## config.mk

```make
export PLATFORM = sky130hd
export DESIGN_NAME = fish_sprite_scheduler
export DESIGN_NICKNAME = d
export VERILOG_FILES = /design/src/rtl/fish_pkg.sv /design/src/rtl/fish_lfsr16.sv /design/src/rtl/fish_sprite_scheduler.sv
export SDC_FILE = /design/constraint.sdc
export NUM_CORES = 1
export LEC_CHECK = 0
export ABC_CLOCK_PERIOD_IN_PS = 3970
export CAP_MARGIN = 20
export CORE_MARGIN = 4
export CORE_UTILIZATION = 30
export CTS_CLUSTER_DIAMETER = 50
export DETAILED_ROUTE_END_ITERATION = 7
export GPL_TIMING_DRIVEN = 0
export SETUP_SLACK_MARGIN = 0.15
export SLEW_MARGIN = 20
export SYNTH_ARGS = -nofsm -noshare
export SYNTH_HDL_FRONTEND = slang
export SYNTH_SLANG_ARGS = --single-unit
```

## constraint.sdc

```tcl
create_clock -name clk -period 3.97 [get_ports clk]
set_input_delay 0.397 -clock clk [delete_from_list [all_inputs] [get_ports clk]]
set_output_delay 0.397 -clock clk [all_outputs]
set_load 0.01 [all_outputs]
```

## src/rtl/fish_pkg.sv

```systemverilog
// Shared types and constants for the fish sprite scheduler: screen size,
// LFSR taps, the sprite slot record and the table-walk FSM states.
package fish_pkg;

    localparam int unsigned COORD_W  = 10;
    localparam int unsigned SCREEN_W = 640;
    localparam int unsigned SCREEN_H = 480;

    localparam logic [15:0] LFSR_TAPS = 16'hB400;

    typedef struct packed {
        logic [COORD_W-1:0] x;
        logic [COORD_W-1:0] y;
    } slot_t;

    typedef enum logic [1:0] {
        IDLE,
        UPDATE,
        DONE
    } state_t;

    // One step of the right-shifting Galois LFSR
    function automatic logic [15:0] lfsr_step(input logic [15:0] s);
        return s[0] ? ((s >> 1) ^ LFSR_TAPS) : (s >> 1);
    endfunction

endpackage

```

## src/rtl/fish_lfsr16.sv

```systemverilog
// Seeded 16-bit Galois LFSR; steps once per cycle while advance is high.
module fish_lfsr16
    import fish_pkg::*;
#(
    parameter logic [15:0] SEED = 16'hACE1
) (
    input  logic        clk,
    input  logic        rst_n,
    input  logic        advance,
    output logic [15:0] value
);

    // LFSR state register
    always_ff @(posedge clk or negedge rst_n) begin
        if (!rst_n) begin
            value <= SEED;
        end else if (advance) begin
            value <= lfsr_step(value);
        end
    end

endmodule

```

## src/rtl/fish_sprite_scheduler.sv

```systemverilog
// Fish sprite table for the ocean scene: walks the table once per frame
// (move left or respawn at the right edge with a pseudo-random row) and
// performs the registered per-pixel hit test with lowest-index priority.
// Optional build macro FISH_WOBBLE_EN: non-respawning slots also drift
// vertically by +/-1 per frame, clamped to the visible area.
module fish_sprite_scheduler #(
    parameter int unsigned N_FISH    = 4,
    parameter int unsigned SCREEN_W  = fish_pkg::SCREEN_W,
    parameter int unsigned SCREEN_H  = fish_pkg::SCREEN_H,
    parameter int unsigned FISH_W    = 10,
    parameter int unsigned FISH_H    = 5,
    parameter logic [15:0] LFSR_SEED = 16'hACE1,
    localparam int unsigned IDX_W    = (N_FISH > 1) ? $clog2(N_FISH) : 1
) (
    input  logic             clk,
    input  logic             rst_n,
    input  logic             frame_tick,
    input  logic             enable,
    input  logic [1:0]       speed,
    input  logic             video_active,
    input  logic [9:0]       pix_x,
    input  logic [9:0]       pix_y,
    output logic             fish_hit,
    output logic [IDX_W-1:0] fish_idx,
    output logic             busy,
    output logic             frame_done
);

    import fish_pkg::*;

    localparam int unsigned CMP_W = COORD_W + 1;

    localparam logic [COORD_W-1:0] RESPAWN_X = COORD_W'(SCREEN_W);
    localparam logic [COORD_W-1:0] Y_LIMIT   = COORD_W'(SCREEN_H - FISH_H);
    localparam logic [COORD_W-1:0] Y_MAX     = COORD_W'(SCREEN_H - FISH_H - 1);
    localparam logic [IDX_W-1:0]   LAST_SLOT = IDX_W'(N_FISH - 1);

    state_t             state;
    logic [IDX_W-1:0]   slot;
    slot_t              table_q [N_FISH];
    logic [15:0]        lfsr;
    logic               lfsr_adv_c;
    slot_t              cur_c;
    slot_t              next_c;
    logic [COORD_W-1:0] r_c;
    logic               hit_c;
    logic [IDX_W-1:0]   idx_c;
    logic               unused_lfsr_hi_c;

    // Row source for respawns; advances once per slot visited
    fish_lfsr16 #(
        .SEED(LFSR_SEED)
    ) u_lfsr (
        .clk    (clk),
        .rst_n  (rst_n),
        .advance(lfsr_adv_c),
        .value  (lfsr)
    );

    assign lfsr_adv_c       = (state == UPDATE);
    assign unused_lfsr_hi_c = ^lfsr[15:9];

    // New value for the slot currently being visited
    always_comb begin
        cur_c  = table_q[slot];
        next_c = cur_c;
        r_c    = {1'b0, lfsr[8:0]};
        if (cur_c.x > COORD_W'(speed)) begin
            next_c.x = cur_c.x - COORD_W'(speed);
`ifdef FISH_WOBBLE_EN
            if (lfsr[0]) begin
                if (cur_c.y < Y_MAX) begin
                    next_c.y = cur_c.y + COORD_W'(1);
                end
            end else if (cur_c.y != '0) begin
                next_c.y = cur_c.y - COORD_W'(1);
            end
`endif
        end else begin
            next_c.x = RESPAWN_X;
            next_c.y = (r_c < Y_LIMIT) ? r_c : (r_c - COORD_W'(256));
        end
    end

    // Table-walk FSM, slot table and status flags
    always_ff @(posedge clk or negedge rst_n) begin
        if (!rst_n) begin
            state      <= IDLE;
            slot       <= '0;
            busy       <= 1'b0;
            frame_done <= 1'b0;
            for (int i = 0; i < int'(N_FISH); i++) begin
                table_q[i].x <= COORD_W'(SCREEN_W - i * (SCREEN_W / N_FISH));
                table_q[i].y <= COORD_W'(40 + i * 64);
            end
        end else begin
            frame_done <= 1'b0;
            case (state)
                IDLE: begin
                    if (frame_tick && enable) begin
                        state <= UPDATE;
                        slot  <= '0;
                        busy  <= 1'b1;
                    end
                end
                UPDATE: begin
                    table_q[slot] <= next_c;
                    if (slot == LAST_SLOT) begin
                        state      <= DONE;
                        busy       <= 1'b0;
                        frame_done <= 1'b1;
                    end else begin
                        slot <= slot + IDX_W'(1);
                    end
                end
                DONE: begin
                    state <= IDLE;
                end
                default: begin
                    state <= IDLE;
                end
            endcase
        end
    end

    // Per-pixel hit test; scanning downwards leaves the lowest hitting index
    always_comb begin
        hit_c = 1'b0;
        idx_c = '0;
        for (int i = int'(N_FISH) - 1; i >= 0; i--) begin
            if ((CMP_W'(pix_x) >= CMP_W'(table_q[i].x)) &&
                (CMP_W'(pix_x) <  CMP_W'(table_q[i].x) + CMP_W'(FISH_W)) &&
                (CMP_W'(pix_y) >= CMP_W'(table_q[i].y)) &&
                (CMP_W'(pix_y) <  CMP_W'(table_q[i].y) + CMP_W'(FISH_H))) begin
                hit_c = 1'b1;
                idx_c = IDX_W'(i);
            end
        end
    end

    // Registered hit result, blanked outside active video
    always_ff @(posedge clk or negedge rst_n) begin
        if (!rst_n) begin
            fish_hit <= 1'b0;
            fish_idx <= '0;
        end else if (video_active) begin
            fish_hit <= hit_c;
            fish_idx <= idx_c;
        end else begin
            fish_hit <= 1'b0;
            fish_idx <= '0;
        end
    end

endmodule

```

==> results.toml, run 1 <==
[run_status]
status = "finished, final reports clean"

[logic_synthesis]
synth-xor-area-share_pct = 6.32
synth-main-ff-cell = "dfrtp_1"
synth_adder_area_share_pct = 23.3
synth_nets = 1231
sequential_fraction_of_the_synthesis_area_pct = 28.7
synthesis_warning_total = 0
postSynthRegisterBits = 105
synth_area_in_compound_gates_pct = 17.3
postSynth.asyncResetShare_pct = 100
synth_top_family_by_area = "adder cells"
post_synth_inst_count = 1032
number_of_enable_flip_flop_cells_after_synthesis = 0
synth_simple_gate_area_share_pct = 12.9
avgSynthCellArea_um2 = 8.99
yosysUniqueCellTypes = 60
syn-cell-area_mm2 = 0.00928
mux_share_of_post_synthesis_cell_area_pct = 6.17

[worst_hold_path]
hold_path.class = "flop to flop"
hold_ep = "u_lfsr.value[15]"
holdCritStartpoint = "u_lfsr.value[15]"
min_delay_path_depth = 2

[critical_path]
cp_max_fo = 10
regToRegStartpoint = "slot[0]"
worst_r2r_path_depth = 13
timing.critical_path.required_ns = 4.25
cp_cell_sequence = "buf_6 -> buf_6 -> mux4_2 -> inv_1 -> ha_1 -> inv_1 -> fa_2 -> a2111oi_4 -> inv_2 -> nor3_4 -> buf_4 -> mux2_2 -> o21ai_0"
r2r-end = "table_q[28]"
endpoint_kind = "flop"
timing.critical_path.max_delay_family = "multiplexers"
timing.critical_path.arrival_ns = 3.89
worst_setup_path_start_kind = "flop"
slowest_stage = "mux4_2"
ff2ff_setup_slack_ns = 0.36
slowest_delay_ns = 0.50
timing_worst_setup_path_type = "flop to flop"
worstPathBufferInverterCount = 6

[cells_and_area]
multi_input_comb_area_mm2 = 0.00614
drive_gt1_share_pct = 8.67
nNetsFinal = 1278
num_antenna_cells = 0
layout.filler_cells = 3179
post-route-util_pct = 34.3
synthToLayoutAreaGrowth_pct = 13.2
final-seq-area_mm2 = 0.00267
postLayoutCellArea_mm2 = 0.0105

[die]
die_y_extent_um = 184
io_pins = 32
floorplan.die_area_mm2 = 0.0338
initial_utilization_pct = 30.3
core_region_area_mm2 = 0.0306
floorplan.die.width_um = 184
placement_rows = 64

[timing]
fin_worst_skew_ns = 0.00868
max_freq_ghz = 0.277
grt_setup_unrepaired = "false"
period_needed_ns = 3.61
finalCritPeriodShare_pct = 91.1
timing.final.max_slew_violations = 0
finalSetupViolCount = 0
worst-slew-pin-transition_ns = 0.678
hold_viol_final = 0
max_slew_margin_vs_limit_pct = 54.8
final.setup.worst_slack_ns = 0.355

[pwr]
power.share.combinational_pct = 58.1
net_sw_share_pct = 47.7
vdd_drop_max_mv = 0.315
power_internal_mw = 4.11
cell_pwr_density_mw_per_mm2 = 748
net-switching-power_mw = 3.75
clockPowerShare_pct = 12.1
cellLeakagePower_nw = 4.54
seqPwrFrac_pct = 29.7

[route]
drt-vias-per-instance = 5.22
number_of_detailed_route_iterations_in_the_first_pass = 6
initial_drc_count = 503
drc = 0
via_count = 7721
drt_wl_total_um = 25600
drt.antenna.violating_nets = 0
per_cell_routed_wire_length_um = 17.3

[clocking]
numClockSinks = 105
ctsLongestPathBuffers = 2
cts_buffers = 9
clockRootBuffer = "clkbuf_16"
htreeDepth = 3
clkSlewWorstSetupHoldPaths_ns = 0.08
cts_tree = "done"
worst_skew_pair.late_latency_ns = 0.36

[run]
maxCapViolCount = 0

[place]
detailed_place_hpwl_um = 20200
port_buffer_count = 31
dpl-instance-area_mm2 = 0.0101
gp_routability_congestion = 0.869
post-place-ws_ns = -0.813

[global_routing]
global_route.usage.total_pct = 15.3
grt_first_pass_wirelength_um = 40800
grt_antenna_before_repair = 0
via_count_of_the_first_global_routing_pass = 7663
globalRouteOverflowTotal = 0
grt_max_degree = 69
[registers in the layout, summed over array words and instances (netlist names)]
signal and cells:
busy 1, fish_hit 1, fish_idx 2, frame_done 1, slot 2, state 2
table_q 80, u_lfsr.value 16
[layout make-up]
class / instances / share of cell area [%]
repair buffers: 37 / 3.61
clock inverters: 7 / 0.810
multi-input cells: 797 / 58.4
clock buffers: 9 / 2.14
well taps: 396 / 4.72
plain buffers: 30 / 1.36
flip-flops and latches: 105 / 25.4
inverters: 99 / 3.54
[tightest hold or removal path, cell delays in order (launching register included)]
cell,delay [ns]
dfstp_2,0.37
nand2_1,0.05
nand2_1,0.05
[Yosys cell counts (11+ instances only)]
cell	number	area share, %
a21oi_1	34	1.8
mux4_2	20	4.9
xnor2_1	57	5.4
o21ai_0	97	5.2
o21a_1	18	1.5
o21ai_1	24	1.3
clkbuf_1	26	1.1
nor2_1	36	1.5
o211ai_1	11	0.89
dfrtp_1	75	20
a21o_1	11	0.89
dfstp_2	30	8.5
nand2_1	150	6.1
nor3_1	25	1.3
nand3_1	13	0.70
ha_1	171	23
inv_1	98	4.0
[how the worst max path moves through the flow]
| stage | startpoint | end | cells past startpoint |
|---|---|---|---|
| final | slot[0] | table_q[28] | 13 |
| after global routing | slot[0] | table_q[28] | 13 |
| after CTS | slot[0] | table_q[28] | 13 |
| after global placement | rst_n | table_q[53] | 1 |
| after detailed placement | slot[0] | table_q[44] | 13 |
| after floorplan | slot[0] | table_q[24] | 13 |
[per-layer routing]
layer	wire length, µm	part of all wire, %	vias to the layer above	global-route usage (%)
li1	-	-	3765	-
met1	11700	46	3771	20.9
met2	12100	48	162	25.8
met3	1390	5.4	23	2.10
met4	314	1.2	0	3.49
met5	0	0	-	0
[per-stage QoR]
stage | cells | setup TNS [ns] | power, mW | hold slack (ns)
floorplan | 1032 | 0 | 5.43 | 0.101
finish | 1480 | 0 | 7.86 | 0.464
detailed placement | 1460 | -34.69 | 6.85 | 0.334
CTS | 1477 | 0 | 7.86 | 0.470
global placement | 1459 | -172.23 | 6.70 | 0.451
global route | 1480 | 0 | 8.66 | 0.490
[kinds of logic after synthesis]
family,after synthesis
buffers and inverters,130
and+or+nand+nor,268
DFF,105
AOI/OAI and AO/OA,258
adders and majority gates,172
xor gates and xnor gates,67
muxes,32
[power groups by stage]
stage	Clock (mW)	Sequential, mW	Combinational (mW)
after floorplan	0	2.01	3.42
after global placement	0	2.31	4.39
after detailed placement	0	2.33	4.51
after CTS	0.971	2.31	4.57
after global routing	1.01	2.40	5.25
final	0.953	2.34	4.57
[placed cells by master (no fill, tap or decap), types with 4 or more instances in the layout]
master,netlist,routed
nand2b_1,8,8
nand4_1,7,7
o211ai_1,11,11
nor3_1,25,24
a21o_1,11,11
ha_1,171,171
buf_4,0,4
xor2_1,10,10
clkbuf_1,26,26
mux2i_1,10,5
dfstp_2,30,30
inv_1,98,98
o21ai_1,24,24
o31ai_1,9,9
a2111oi_0,7,7
o21a_1,18,18
nor2b_1,5,5
a211o_1,5,5
a21oi_1,34,34
nand2_1,150,150
o21ai_0,97,97
mux4_2,20,20
a31oi_1,8,8
nor2_1,36,36
clkbuf_16,0,9
buf_6,2,5
a211oi_1,6,6
mux2i_2,0,5
o2111ai_1,6,6
nand3_1,13,13
dfrtp_1,75,74
clkdlybuf4s50_1,0,30
nor4_1,7,7
xnor2_1,57,57
or4_1,5,5
o21bai_1,5,5
[repair_timing]
| item | CTS | global route |
|---|---|---|
| hold endpoints to repair | 24 | 0 |
| pin swaps | 1 | 1 |
| resized for setup | 9 | 5 |
| setup buffers | 1 | 3 |
| setup endpoints to repair | 80 | 41 |
| hold buffers | 1 | 0 |
(Power assumes the default switching activity.)
==> run 2: changes to the inputs <==
==> constraint.sdc (replaced) <==
create_clock -name clk -period 3.97 [get_ports clk]
set_input_delay 0.794 -clock clk [delete_from_list [all_inputs] [get_ports clk]]
set_output_delay 0.794 -clock clk [all_outputs]
set_load 0.01 [all_outputs]
==> results.toml, run 2 (synthesized netlist as in run 1, its figures left out) <==
[route]
initial_drc_count = 526
drt-vias-per-instance = 5.22
per_cell_routed_wire_length_um = 17.3
drc = 0
drt.antenna.violating_nets = 0
wl_met1_um = 11800
number_of_detailed_route_iterations_in_the_first_pass = 5
top_layer = "met4"
via_count = 7723
met2_wirelength_um = 12200
drt_wl_total_um = 25600
met3RoutedLength_um = 1260

[cells_and_area]
drive_gt1_share_pct = 8.68
layout.filler_cells = 3178
largest_register_ffs = 80
postLayoutCellArea_mm2 = 0.0105
fin_cells = 1479
num_antenna_cells = 0
most-common-layout-cells = "ha_1, nand2_1, inv_1"
register_containing_the_most_flip_flops_in_the_final_layout = "table_q"
nNetsFinal = 1277
post-route-util_pct = 34.3
top_regs = "table_q x80, u_lfsr.value x16"
layout_commonest_cell = "ha_1"
synthToLayoutAreaGrowth_pct = 13.1

[timing]
finalCritPeriodShare_pct = 91.4
finalSetupViolCount = 0
period_needed_ns = 3.63
max_slew_margin_vs_limit_pct = 54.1
timing.final.max_slew_violations = 0
grt_setup_unrepaired = "false"
hold_viol_final = 0
max_freq_ghz = 0.276
final.setup.worst_slack_ns = 0.341
fin_worst_skew_ns = 0.0105
worst-slew-pin-transition_ns = 0.688
finalHoldWorstSlack_ns = 0.321

[place]
port_buffer_count = 31
gp_routability_congestion = 0.869
post-place-ws_ns = -0.813
detailed_place_hpwl_um = 20200
numPlacedInstances = 1460
dpl-instance-area_mm2 = 0.0101

[die]
placement_rows = 64
initial_utilization_pct = 30.3
floorplan.die.width_um = 184
core_region_area_mm2 = 0.0306
floorplan.die_area_mm2 = 0.0338
io_pins = 32
die_y_extent_um = 184

[global_routing]
grt_max_degree = 69
globalRouteOverflowTotal = 0
grt_first_pass_wirelength_um = 40800
via_count_of_the_first_global_routing_pass = 7663
grt_antenna_before_repair = 0
global_route.usage.total_pct = 15.3

[critical_path]
cp_cell_sequence = "buf_6 -> buf_6 -> mux4_2 -> inv_1 -> ha_1 -> inv_1 -> fa_2 -> a2111oi_4 -> inv_2 -> nor3_4 -> buf_4 -> mux2_2 -> o21ai_0"
slowest_stage = "mux4_2"
worst_setup_path_start_kind = "flop"
timing.critical_path.arrival_ns = 3.91
worstPathBufferInverterCount = 6
endpoint_kind = "flop"
timing_worst_setup_path_type = "flop to flop"
slowest_delay_ns = 0.50
timing.critical_path.required_ns = 4.25
cp_max_fo = 10
timing.critical_path.max_delay_family = "multiplexers"

[clocking]
cts_buffers = 9
clkSlewWorstSetupHoldPaths_ns = 0.08
ctsHoldBuffers = 0
cts_tree = "done"
ctsLongestPathBuffers = 2
clockRootBuffer = "clkbuf_16"
numClockSinks = 105
htreeDepth = 3
worst_skew_pair.late_latency_ns = 0.36

[pwr]
cellLeakagePower_nw = 4.53
cell_pwr_density_mw_per_mm2 = 748
vdd_drop_max_mv = 0.314

[worst_hold_path]
hold_path.class = "input pin to async pin"

[run]
maxCapViolCount = 0

[run_status]
status = "finished, final reports clean"
[run 2: cell count changes in the layout (fill, tap and decap cells not counted), sizes merged]
cell / previous run / this run
dlygate4sd3: 1 / 0
[run 2: per-layer routing]
| layer | vias to the layer above | global-route usage (%) |
|---|---|---|
| li1 | 3767 | - |
| met1 | 3777 | 20.9 |
| met2 | 155 | 25.8 |
| met3 | 24 | 2.10 |
| met4 | 0 | 3.49 |
| met5 | - | 0 |
[run 2: timing repair]
| item | in CTS | in global routing |
|---|---|---|
| resized for setup | 9 | 5 |
| setup endpoints to repair | 80 | 41 |
| buffers inserted | 1 | 3 |
| pin swaps | 1 | 1 |
[run 2: final cells by class]
| type | count | area [µm²] | area share [%] |
|---|---|---|---|
| tap | 396 | 495 | 4.72 |
| buffer | 30 | 143 | 1.36 |
| clock inverter | 7 | 85.1 | 0.811 |
| inverter | 99 | 372 | 3.54 |
| sequential | 105 | 2670 | 25.4 |
| timing repair buffer | 36 | 369 | 3.52 |
| clock buffer | 9 | 225 | 2.15 |
| multi-input combinational | 797 | 6140 | 58.5 |
[run 2: power by group]
part	switching, mW	internal [mW]
clock	0.453	0.502
combinational	2.59	1.97
sequential	0.701	1.63
[run 2: worst paths after layout]
path,startpoint,to,slack [ns],depth (start not counted)
setup reg to reg,slot[0],table_q[28],0.34,13
hold / removal,rst_n,frame_done,0.32,1
max in group asynchronous,rst_n,table_q[36],2.91,2
min in group clk,u_lfsr.value[15],u_lfsr.value[15],0.46,2
hold reg to reg,u_lfsr.value[15],u_lfsr.value[15],0.46,2
setup / recovery,slot[0],table_q[28],0.34,13
[run 2: metrics by stage]
stage / power [mW] / TNS [ns]
CTS: 7.85 / 0
floorplan: 5.43 / 0
detailed placement: 6.85 / -34.69
global route: 8.66 / 0
global placement: 6.70 / -213.92
finish: 7.85 / 0
[run 2: worst register-to-register path, delay by kind of cell, from the launching register on]
kind	cells	cell delay (ns)
buffers and inverters	6	0.83
AOI/OAI and AO/OA	2	0.63
and+or+nand+nor	1	0.23
adders and majority gates	2	0.54
muxes	2	0.87
DFF	1	0.45
